`src/rtl/flicker_range_engine_if.sv`:
```
// Toggle-handshake byte link between a host and the flicker range engine.
// The host drives the *_i signals and the engine drives the *_o signals.
interface flicker_range_engine_if #(
  parameter int DATA_W = 8,
  parameter int CNT_W  = 16
);
  logic [DATA_W-1:0] rx_data_i;
  logic              rx_byte_tgl_i;
  logic              rx_byte_ack_o;
  logic              rx_word_ack_o;
  logic [DATA_W-1:0] tx_data_o;
  logic              tx_byte_tgl_o;
  logic              tx_byte_ack_i;
  logic              tx_word_tgl_o;
  logic              busy_o;
  logic              done_o;
  logic [CNT_W:0]    emitted_o;

  modport master (
    output rx_data_i, rx_byte_tgl_i, tx_byte_ack_i,
    input  rx_byte_ack_o, rx_word_ack_o, tx_data_o, tx_byte_tgl_o,
           tx_word_tgl_o, busy_o, done_o, emitted_o
  );

  modport slave (
    input  rx_data_i, rx_byte_tgl_i, tx_byte_ack_i,
    output rx_byte_ack_o, rx_word_ack_o, tx_data_o, tx_byte_tgl_o,
           tx_word_tgl_o, busy_o, done_o, emitted_o
  );
endinterface

```
`src/rtl/flicker_range_engine.sv`:
```
// Receives a {start,end} word and a {step,flags} word over a toggle handshake,
// then streams every in-range value MSB-first without ever wrapping around.
module flicker_range_engine #(
  parameter int DATA_W     = 8,
  parameter int WORD_BYTES = 4,
  parameter int CNT_W      = 16
) (
  input logic             clk,
  input logic             rst_n,
  flicker_range_engine_if.slave bus
);
  localparam int W      = DATA_W * WORD_BYTES;
  localparam int BCNT_W = (WORD_BYTES > 1) ? $clog2(WORD_BYTES) : 1;
  localparam logic [BCNT_W-1:0] LAST_BYTE = BCNT_W'(WORD_BYTES - 1);

  typedef enum logic [2:0] {
    RX_A, RX_B, CHECK, SEND, WAIT_ACK, NEXT, DONE
  } state_t;

  state_t state_q, state_d;

  logic              rx_tgl_q;
  logic              rx_byte_ack_q;
  logic              rx_word_ack_q;
  logic [BCNT_W-1:0] rx_cnt_q;
  logic [BCNT_W-1:0] tx_cnt_q;
  logic [W-1:0]      asm_q;
  logic [W-1:0]      asm_next;
  logic [W-1:0]      tx_shift_q;
  logic [CNT_W-1:0]  start_q;
  logic [CNT_W-1:0]  end_q;
  logic [CNT_W-1:0]  step_q;
  logic              dir_q;
  logic              incl_q;
  logic [CNT_W-1:0]  v_q;
  logic [DATA_W-1:0] tx_data_q;
  logic              tx_byte_tgl_q;
  logic              tx_word_tgl_q;
  logic [CNT_W:0]    emitted_q;

  logic              rx_accept;
  logic              rx_last;
  logic              tx_consumed;
  logic              tx_last;
  logic              start_ok;
  logic              next_ok;
  logic [CNT_W:0]    next_wide;

  function automatic logic in_range(input logic [CNT_W-1:0] val,
                                    input logic [CNT_W-1:0] lim,
                                    input logic down,
                                    input logic incl);
    if (down) return incl ? (val >= lim) : (val > lim);
    else      return incl ? (val <= lim) : (val < lim);
  endfunction

  // A pending rx toggle is only taken while collecting words; otherwise it waits.
  assign rx_accept   = (bus.rx_byte_tgl_i != rx_tgl_q) && ((state_q == RX_A) || (state_q == RX_B));
  assign rx_last     = (rx_cnt_q == LAST_BYTE);
  assign tx_consumed = (bus.tx_byte_ack_i == tx_byte_tgl_q);
  assign tx_last     = (tx_cnt_q == LAST_BYTE);
  assign asm_next    = (asm_q << DATA_W) | W'(bus.rx_data_i);
  assign start_ok    = in_range(start_q, end_q, dir_q, incl_q);

  // The extra top bit catches carry (up) or borrow (down) so nothing wraps.
  assign next_wide = dir_q ? ({1'b0, v_q} - {1'b0, step_q})
                           : ({1'b0, v_q} + {1'b0, step_q});
  assign next_ok   = !next_wide[CNT_W] && in_range(next_wide[CNT_W-1:0], end_q, dir_q, incl_q);

  always_ff @(posedge clk) begin
    if (!rst_n) state_q <= RX_A;
    else        state_q <= state_d;
  end

  always_comb begin
    state_d = state_q;
    case (state_q)
      RX_A:     if (rx_accept && rx_last) state_d = RX_B;
      RX_B:     if (rx_accept && rx_last) state_d = CHECK;
      CHECK:    state_d = start_ok ? SEND : DONE;
      SEND:     state_d = WAIT_ACK;
      WAIT_ACK: if (tx_consumed) state_d = tx_last ? NEXT : SEND;
      NEXT:     state_d = next_ok ? SEND : DONE;
      DONE:     state_d = RX_A;
      default:  state_d = RX_A;
    endcase
  end

  always_ff @(posedge clk) begin
    if (!rst_n) begin
      rx_tgl_q      <= bus.rx_byte_tgl_i;
      rx_byte_ack_q <= 1'b0;
      rx_word_ack_q <= 1'b0;
      rx_cnt_q      <= '0;
      tx_cnt_q      <= '0;
      asm_q         <= '0;
      tx_shift_q    <= '0;
      start_q       <= '0;
      end_q         <= '0;
      step_q        <= CNT_W'(1);
      dir_q         <= 1'b0;
      incl_q        <= 1'b0;
      v_q           <= '0;
      tx_data_q     <= '0;
      tx_byte_tgl_q <= 1'b0;
      tx_word_tgl_q <= 1'b0;
      emitted_q     <= '0;
    end else begin
      if (rx_accept) begin
        asm_q         <= asm_next;
        rx_tgl_q      <= bus.rx_byte_tgl_i;
        rx_byte_ack_q <= ~rx_byte_ack_q;
        if (rx_last) begin
          rx_cnt_q      <= '0;
          rx_word_ack_q <= ~rx_word_ack_q;
          if (state_q == RX_A) begin
            start_q <= asm_next[2*CNT_W-1:CNT_W];
            end_q   <= asm_next[CNT_W-1:0];
          end else begin
            step_q <= (asm_next[2*CNT_W-1:CNT_W] == '0) ? CNT_W'(1) : asm_next[2*CNT_W-1:CNT_W];
            dir_q  <= asm_next[0];
            incl_q <= asm_next[1];
          end
        end else begin
          rx_cnt_q <= rx_cnt_q + BCNT_W'(1);
        end
      end

      case (state_q)
        CHECK: begin
          v_q        <= start_q;
          tx_shift_q <= W'(start_q);
          tx_cnt_q   <= '0;
          emitted_q  <= '0;
        end
        SEND: begin
          tx_data_q     <= tx_shift_q[W-1 -: DATA_W];
          tx_shift_q    <= tx_shift_q << DATA_W;
          tx_byte_tgl_q <= ~tx_byte_tgl_q;
        end
        WAIT_ACK: begin
          if (tx_consumed) begin
            if (tx_last) begin
              tx_cnt_q      <= '0;
              tx_word_tgl_q <= ~tx_word_tgl_q;
              emitted_q     <= emitted_q + (CNT_W+1)'(1);
            end else begin
              tx_cnt_q <= tx_cnt_q + BCNT_W'(1);
            end
          end
        end
        NEXT: begin
          if (next_ok) begin
            v_q        <= next_wide[CNT_W-1:0];
            tx_shift_q <= W'(next_wide[CNT_W-1:0]);
          end
        end
        default: ;
      endcase
    end
  end

  assign bus.rx_byte_ack_o = rx_byte_ack_q;
  assign bus.rx_word_ack_o = rx_word_ack_q;
  assign bus.tx_data_o     = tx_data_q;
  assign bus.tx_byte_tgl_o = tx_byte_tgl_q;
  assign bus.tx_word_tgl_o = tx_word_tgl_q;
  assign bus.busy_o        = (state_q != RX_A);
  assign bus.done_o        = (state_q == DONE);
  assign bus.emitted_o     = emitted_q;
endmodule

```
`src/flat_wrapper.sv`:
```
// flat-port wrapper written by rule: the top's interface ports become plain ports
module flicker_range_engine_flat 
#(
  parameter int DATA_W     = 8,
  parameter int WORD_BYTES = 4,
  parameter int CNT_W      = 16
)
  (clk, rst_n, bus_rx_data_i, bus_rx_byte_tgl_i, bus_tx_byte_ack_i, bus_rx_byte_ack_o, bus_rx_word_ack_o, bus_tx_data_o, bus_tx_byte_tgl_o, bus_tx_word_tgl_o, bus_busy_o, bus_done_o, bus_emitted_o);
  flicker_range_engine_if #(.DATA_W(DATA_W), .CNT_W(CNT_W)) bus_i ();
  input logic clk;
  input logic rst_n;
  input wire logic [$bits(bus_i.rx_data_i)-1:0] bus_rx_data_i;
  input wire logic [$bits(bus_i.rx_byte_tgl_i)-1:0] bus_rx_byte_tgl_i;
  input wire logic [$bits(bus_i.tx_byte_ack_i)-1:0] bus_tx_byte_ack_i;
  output wire logic [$bits(bus_i.rx_byte_ack_o)-1:0] bus_rx_byte_ack_o;
  output wire logic [$bits(bus_i.rx_word_ack_o)-1:0] bus_rx_word_ack_o;
  output wire logic [$bits(bus_i.tx_data_o)-1:0] bus_tx_data_o;
  output wire logic [$bits(bus_i.tx_byte_tgl_o)-1:0] bus_tx_byte_tgl_o;
  output wire logic [$bits(bus_i.tx_word_tgl_o)-1:0] bus_tx_word_tgl_o;
  output wire logic [$bits(bus_i.busy_o)-1:0] bus_busy_o;
  output wire logic [$bits(bus_i.done_o)-1:0] bus_done_o;
  output wire logic [$bits(bus_i.emitted_o)-1:0] bus_emitted_o;
  assign bus_i.rx_data_i = bus_rx_data_i;
  assign bus_i.rx_byte_tgl_i = bus_rx_byte_tgl_i;
  assign bus_i.tx_byte_ack_i = bus_tx_byte_ack_i;
  assign bus_rx_byte_ack_o = bus_i.rx_byte_ack_o;
  assign bus_rx_word_ack_o = bus_i.rx_word_ack_o;
  assign bus_tx_data_o = bus_i.tx_data_o;
  assign bus_tx_byte_tgl_o = bus_i.tx_byte_tgl_o;
  assign bus_tx_word_tgl_o = bus_i.tx_word_tgl_o;
  assign bus_busy_o = bus_i.busy_o;
  assign bus_done_o = bus_i.done_o;
  assign bus_emitted_o = bus_i.emitted_o;
  flicker_range_engine #(.DATA_W(DATA_W), .WORD_BYTES(WORD_BYTES), .CNT_W(CNT_W)) u_core (.clk(clk), .rst_n(rst_n), .bus(bus_i));
endmodule
```
`config.mk`:
```
export PLATFORM = sky130hd
export DESIGN_NAME = flicker_range_engine_flat
export DESIGN_NICKNAME = d
export VERILOG_FILES = /design/src/rtl/flicker_range_engine_if.sv /design/src/rtl/flicker_range_engine.sv /design/src/flat_wrapper.sv
export SDC_FILE = /design/constraint.sdc
export NUM_CORES = 1
export LEC_CHECK = 0
export BUFFER_PORTS_ARGS = -buffer_cell sky130_fd_sc_hd__buf_2
export CORE_ASPECT_RATIO = 1.5
export CORE_MARGIN = 2
export CORE_UTILIZATION = 56
export DETAILED_ROUTE_END_ITERATION = 12
export PLACE_DENSITY = 0.77
export SETUP_SLACK_MARGIN = 0.3
export SLEW_MARGIN = 40
export SYNTH_ARGS = -nofsm -noshare
export SYNTH_HDL_FRONTEND = slang
export SYNTH_SLANG_ARGS = --single-unit
```
`constraint.sdc`:
```
create_clock -name clk -period 5.2 [get_ports clk]
set_clock_uncertainty 0.15 [all_clocks]
set_input_delay 0.26 -clock clk [delete_from_list [all_inputs] [get_ports clk]]
set_output_delay 0.26 -clock clk [all_outputs]
set_load 0.05 [all_outputs]
```
==> Yosys cells after proc, flatten, opt, wreduce, memory -nomap -nowiden <==
Cells that the tools add are included.
{ "classes": {"addsub": 5, "mux": 28, "magnitude_cmp": 8, "n_bitwise": 6, "n_reduce_logical": 20, "eq_ne": 16} }
{ "ops": {"columns": ["cell", "n"], "rows": [
  ["$pmux 32 s3", 1],
  ["$mux 17", 3],
  ["$pmux 17 s2", 1],
  ["$ge 16x16->1", 2],
  ["$gt 16x16->1", 2],
  ["$le 16x16->1", 2],
  ["$lt 16x16->1", 2],
  ["$mux 16", 2],
  ["$mux 32", 1],
  ["$or 32x8->32", 1],
  ["$pmux 16 s2", 1],
  ["$mux 3", 6],
  ["$pmux 3 s6", 1],
  ["$add 16x16->17", 1],
  ["$add 17x1->17 const B", 1],
  ["$sub 16x16->17", 1],
  ["$logic_not 16->1", 1],
  ["$reduce_and 3->1", 5],
  ["$eq 3x3->1 const B", 3],
  ["$mux 1", 8],
  ["$ne 2x1->1 const B", 4],
  ["$reduce_and 2->1", 4],
  ["$eq 3x2->1 const B", 2],
  ["$mux 2", 3],
  ["other kinds (14)", 25]
]} }
{ "totals": {"register_bits": 159, "elab_cells": 101} }

==> Depth between registers and ports, before layout <==
{ "logic_depth": {"depth_word": 8, "depth_mapped": 22, "ltp_nobuf": 21} }

==> Worst setup path after synthesis <==
OpenSTA, ideal clock, no wires.
{ "synth_timing": {"kind": "reg2reg", "startpoint": "register u_core.step_q[0]", "endpoint": "register u_core.v_q[8]", "setup_slack_ns": 0.207, "stages_incl_launch_ff": 22, "t_arrival_ns": 4.727, "required_ns": 4.934, "path_cell_list": "dfxtp_1 > inv_1 > ha_1 > nor4b_1 > and2_1 > a21oi_1 > xnor2_1 > ha_1 > and3_1 > nand2_1 > a211oi_1 > o21a_1 > o211ai_1 > ha_1 > nand4_1 > or3_1 > nand2b_1 > a31oi_1 > a31o_2 > buf_1 > nor2_8 > o211a_1"} }
{ "synth_via": {"elab_chain_cells": 8} }
{ "synth_rtl": {"columns": ["item", "line", "rtl"], "rows": [
  ["from (decl)", "flicker_range_engine.sv:32", "logic [CNT_W-1:0] step_q;"],
  ["from (signal assigned)", "flicker_range_engine.sv:120", "step_q <= (asm_next[2*CNT_W-1:CNT_W] == '0) ? CNT_W'(1) : asm_next[2*CNT_W-1:CNT_W];"],
  ["$add 16x16->17 / $sub 16x16->17 (equally long branches)", "flicker_range_engine.sv:67, flicker_range_engine.sv:66", null],
  ["$mux 17 (*)", "flicker_range_engine.sv:66", "assign next_wide = dir_q ? ({1'b0, v_q} - {1'b0, step_q})"],
  ["$lt 16x16->1 (tied with other cells)", "flicker_range_engine.sv:54", "else return incl ? (val <= lim) : (val < lim);"],
  ["$mux 1, on equally long branches", "flicker_range_engine.sv:54, flicker_range_engine.sv:53", null],
  ["$mux 1", "flicker_range_engine.sv:53", "if (down) return incl ? (val >= lim) : (val > lim);"],
  ["$logic_and 1x1->1", "flicker_range_engine.sv:68", "assign next_ok = !next_wide[CNT_W] && in_range(next_wide[CNT_W-1:0], end_q, dir_q, incl_q);"],
  ["$ne 2x1->1 (no line)", null, null],
  ["$reduce_and 2->1 (no line)", null, null],
  ["to (signal assigned)", "flicker_range_engine.sv:131", "v_q <= start_q;"],
  ["to (signal assigned)", "flicker_range_engine.sv:154", "v_q <= next_wide[CNT_W-1:0];"],
  ["to (decl)", "flicker_range_engine.sv:35", "logic [CNT_W-1:0] v_q;"]
]} }
Mark *: on every way between the ends. The rest lies on a longest branch, timed or not. The select of a mux whose other input is x is not followed.
A chain may end at the register's enable or synchronous reset.

==> Final worst setup path <==
{ "layout_timing": {"startpoint": "register u_core.step_q[0]", "endpoint": "register u_core.v_q[12]"} }
Same word-level chain as after synthesis.

==> results.yml <==
run_status:
  status: "finished clean"
cts:
  clkSinkCount: 159
  numCtsBuffers: 17
  root_buffer: "clkbuf_16"
  path_clk_slew_ns: 0.06
  cts_htree_levels: 4
  clock_latency_ns: 0.44
  clk_path_buf_depth: 2
  cts_tree: "yes"
setup_path:
  rr_worst_depth: 23
  cp-end-kind: "register"
  crit_type: "register to register"
  critPathLaunchType: "register"
  cp.arrival_ns: 5.20
  cp_max_fo: 7
  worstPathRequired_ns: 5.39
timing:
  fmax_mhz: 199
  hold_viol_final: 0
  maxSlewViolCount: 0
  rsz0062_at_grt: "true"
  period_minus_slack_ns: 5.02
  slew_headroom_pct: 51.0
  setup_viol: 0
  tightest_slew_ns: 0.735
  period_share_pct: 96.4
final_layout:
  final-seq-area_sq_mm: 0.00320
  multiInputGateArea_sq_mm: 0.00507
  drive_gt1_share_pct: 18.5
  syn2layout_area_growth_pct: 20.8
  final_cells: 1341
  mostFrequentLayoutCells: "245 x nand2_1, 160 x a21oi_1, 154 x dfxtp_1, 58 x nor2_1, 49 x ha_1"
  fin_area_sq_mm: 0.00997
  n_antenna_cell: 0
  fin_nets: 1197
  mostFrequentLayoutCell: "nand2_1"
  nFillCells: 1232
placed_design:
  dpl.cell_count: 1279
  dp_hpwl_um: 16000
  placed_cell_area_sq_mm: 0.00871
  portBuffers: 42
  place.gp.congestion: 0.981
floorplanning:
  die_width_um: 103
  die_h_um: 153
  start_util_pct: 57.1
  design.core.area_sq_mm: 0.0145
  num_rows: 54
  dieArea_sq_mm: 0.0157
  num_io_pins: 43
route:
  dr.pass1.iters: 5
  wl_per_cell_um: 17.2
  drtAntennaViolNets: 0
  viasPerCell: 5.84
  drc: 0
  vias: 7831
  wl_um: 23100
  first_iter_violations: 350
synthesis:
  synth-xor-area-share_pct: 4.46
  syn_inst: 1065
  synth_mux_area_share_pct: 1.47
  synth_enable_flop_cells: 1
  synth_compound_area_share_pct: 22.0
  ys.warnings.count: 0
  ys_seq_elements: 159
  synth_top_family_by_area: "compound AO/OA/AOI/OAI gates"
  synth_nets: 1130
  syn-mean-instance-area_sq_um: 7.75
  yosysSeqAreaShare_pct: 38.7
  ys_types: 63
  synth-async-reset-ratio_pct: 0
  syn_area_sq_mm: 0.00825
  synth_adder_area_share_pct: 8.13
  synth_ff_type: "dfxtp_1"
  synthSimpleGateAreaFrac_pct: 21.0
power_and_ir_drop:
  powerDensity_mw_per_mm2: 309
  peakVddDrop_uv: 245
  leakage_nw: 3.81
grt:
  grt_max_degree: 92
  antenna_found_initial: 0
  grtUsageTotal_pct: 29.6
  overflow: 0
  grt_pass1_vias: 7287
  grt_pass1_wl_um: 36100
hold_path:
  hold_path.class: "input pin to register"
  min_path_cells: 2
job:
  maxCapViolations: 0
-- cell type report --
cell class | count | area share [%]
clock inverter | 13 | 1.52
multi-input combinational | 819 | 50.9
inverter | 36 | 1.43
tap | 196 | 2.46
timing repair buffer | 99 | 7.14
clock buffer | 19 | 4.44
sequential | 159 | 32.1
-- worst max-delay path: stages (launching register included) --
cell and delay [ns]:
dfxtp_4 0.37, inv_4 0.04, ha_4 0.15, buf_4 0.13
nor2_1 0.11, xnor2_1 0.14, ha_1 0.30, nor2b_1 0.17
o31ai_1 0.34, a21oi_1 0.12, buf_4 0.17, a31oi_1 0.23
xor2_1 0.32, inv_1 0.08, ha_1 0.32, nand4_1 0.16
or3_4 0.38, a211oi_4 0.27, a31oi_4 0.06, buf_6 0.14
a31oi_4 0.22, buf_6 0.17, a21oi_1 0.08, a311oi_2 0.27
-- final timing paths --
| kind | startpoint | endpoint | slack, ns |
|---|---|---|---|
| worst max-delay path | u_core.step_q[0] | u_core.v_q[12] | 0.18 |
| worst min-delay path | rst_n | u_core.step_q[0] | 0.12 |
| worst max register to register | u_core.step_q[0] | u_core.v_q[12] | 0.18 |
| worst min register to register | u_core.tx_shift_q[29] | u_core.bus.tx_data_o[5] | 0.29 |
-- routing by layer --
metal,wire length [um],GRT usage [%],vias up
li1,-,-,3846
met1,8990,33.2,3666
met2,11700,50.1,239
met3,883,5.05,80
met4,1520,19.4,0
met5,0,0,-
-- timing repair --
action | CTS | global route
endpoints found under the setup margin | 50 | 50
gates resized for setup | 31 | 73
setup buffers | 11 | 8
cloned | 2 | 0
pin swaps | 14 | 36
endpoints found under the hold margin | 19 | 0
hold buffers | 9 | 0
-- Yosys cell counts, types with 11 or more instances --
library cell  instances  area share [%]
mux2i_1              11             1.3
o21ai_1              19             1.2
xor2_1               15             1.6
nand2_1             248              11
dfxtp_1             158              38
inv_1                34             1.5
a21oi_1             175              11
nor2_1               61             2.8
nor3_1               19             1.2
xnor2_1              27             2.9
nand4_1              11            0.83
clkbuf_1             42             1.9
ha_1                 52             7.9
or3_1                13            0.99
o21ai_0              46             2.8
nand3_1              14            0.85
-- per-stage QoR --
step	power (mW)	setup WS, ns	hold slack [ns]	TNS [ns]	util (%)
global placement	1.69	0.112	0.287	0	60.2
CTS	3.02	0.303	0.107	0	66.7
finish	3.09	0.185	0.121	0	69.0
floorplan	1.57	0.304	0.209	0	-
global route	3.19	0.0319	0.153	0	69.0
detailed placement	1.70	-0.0116	0.291	-0.0130	60.2
-- state kept, by name (all words and copies together), names as in the netlist, 2 cells and up --
name and flops:
u_core.bus.emitted_o 17, u_core.end_q 16, u_core.state_q 3, u_core.tx_cnt_q 2, u_core.step_q 16, u_core.start_q 16
u_core.bus.tx_data_o 8, u_core.asm_q 24, u_core.rx_cnt_q 2, u_core.v_q 16, u_core.tx_shift_q 32
-- power by group --
part           switching (mW)  leakage, nW  internal, mW  total [mW]
Combinational           0.307         2.23         0.230       0.537
Sequential             0.0382         1.29          1.25        1.29
Clock                   0.529        0.289         0.730        1.26
Total                   0.874         3.81          2.21        3.09
-- kinds of logic after synthesis --
group	count (synthesis)
AO/OA/AOI/OAI	310
multiplexers	12
AND/OR/NAND/NOR	401
flip-flops	159
adder cells (fa/ha/maj)	53
buffers and inverters	88
XOR/XNOR	42
Power figures use the tool's default switching activity.
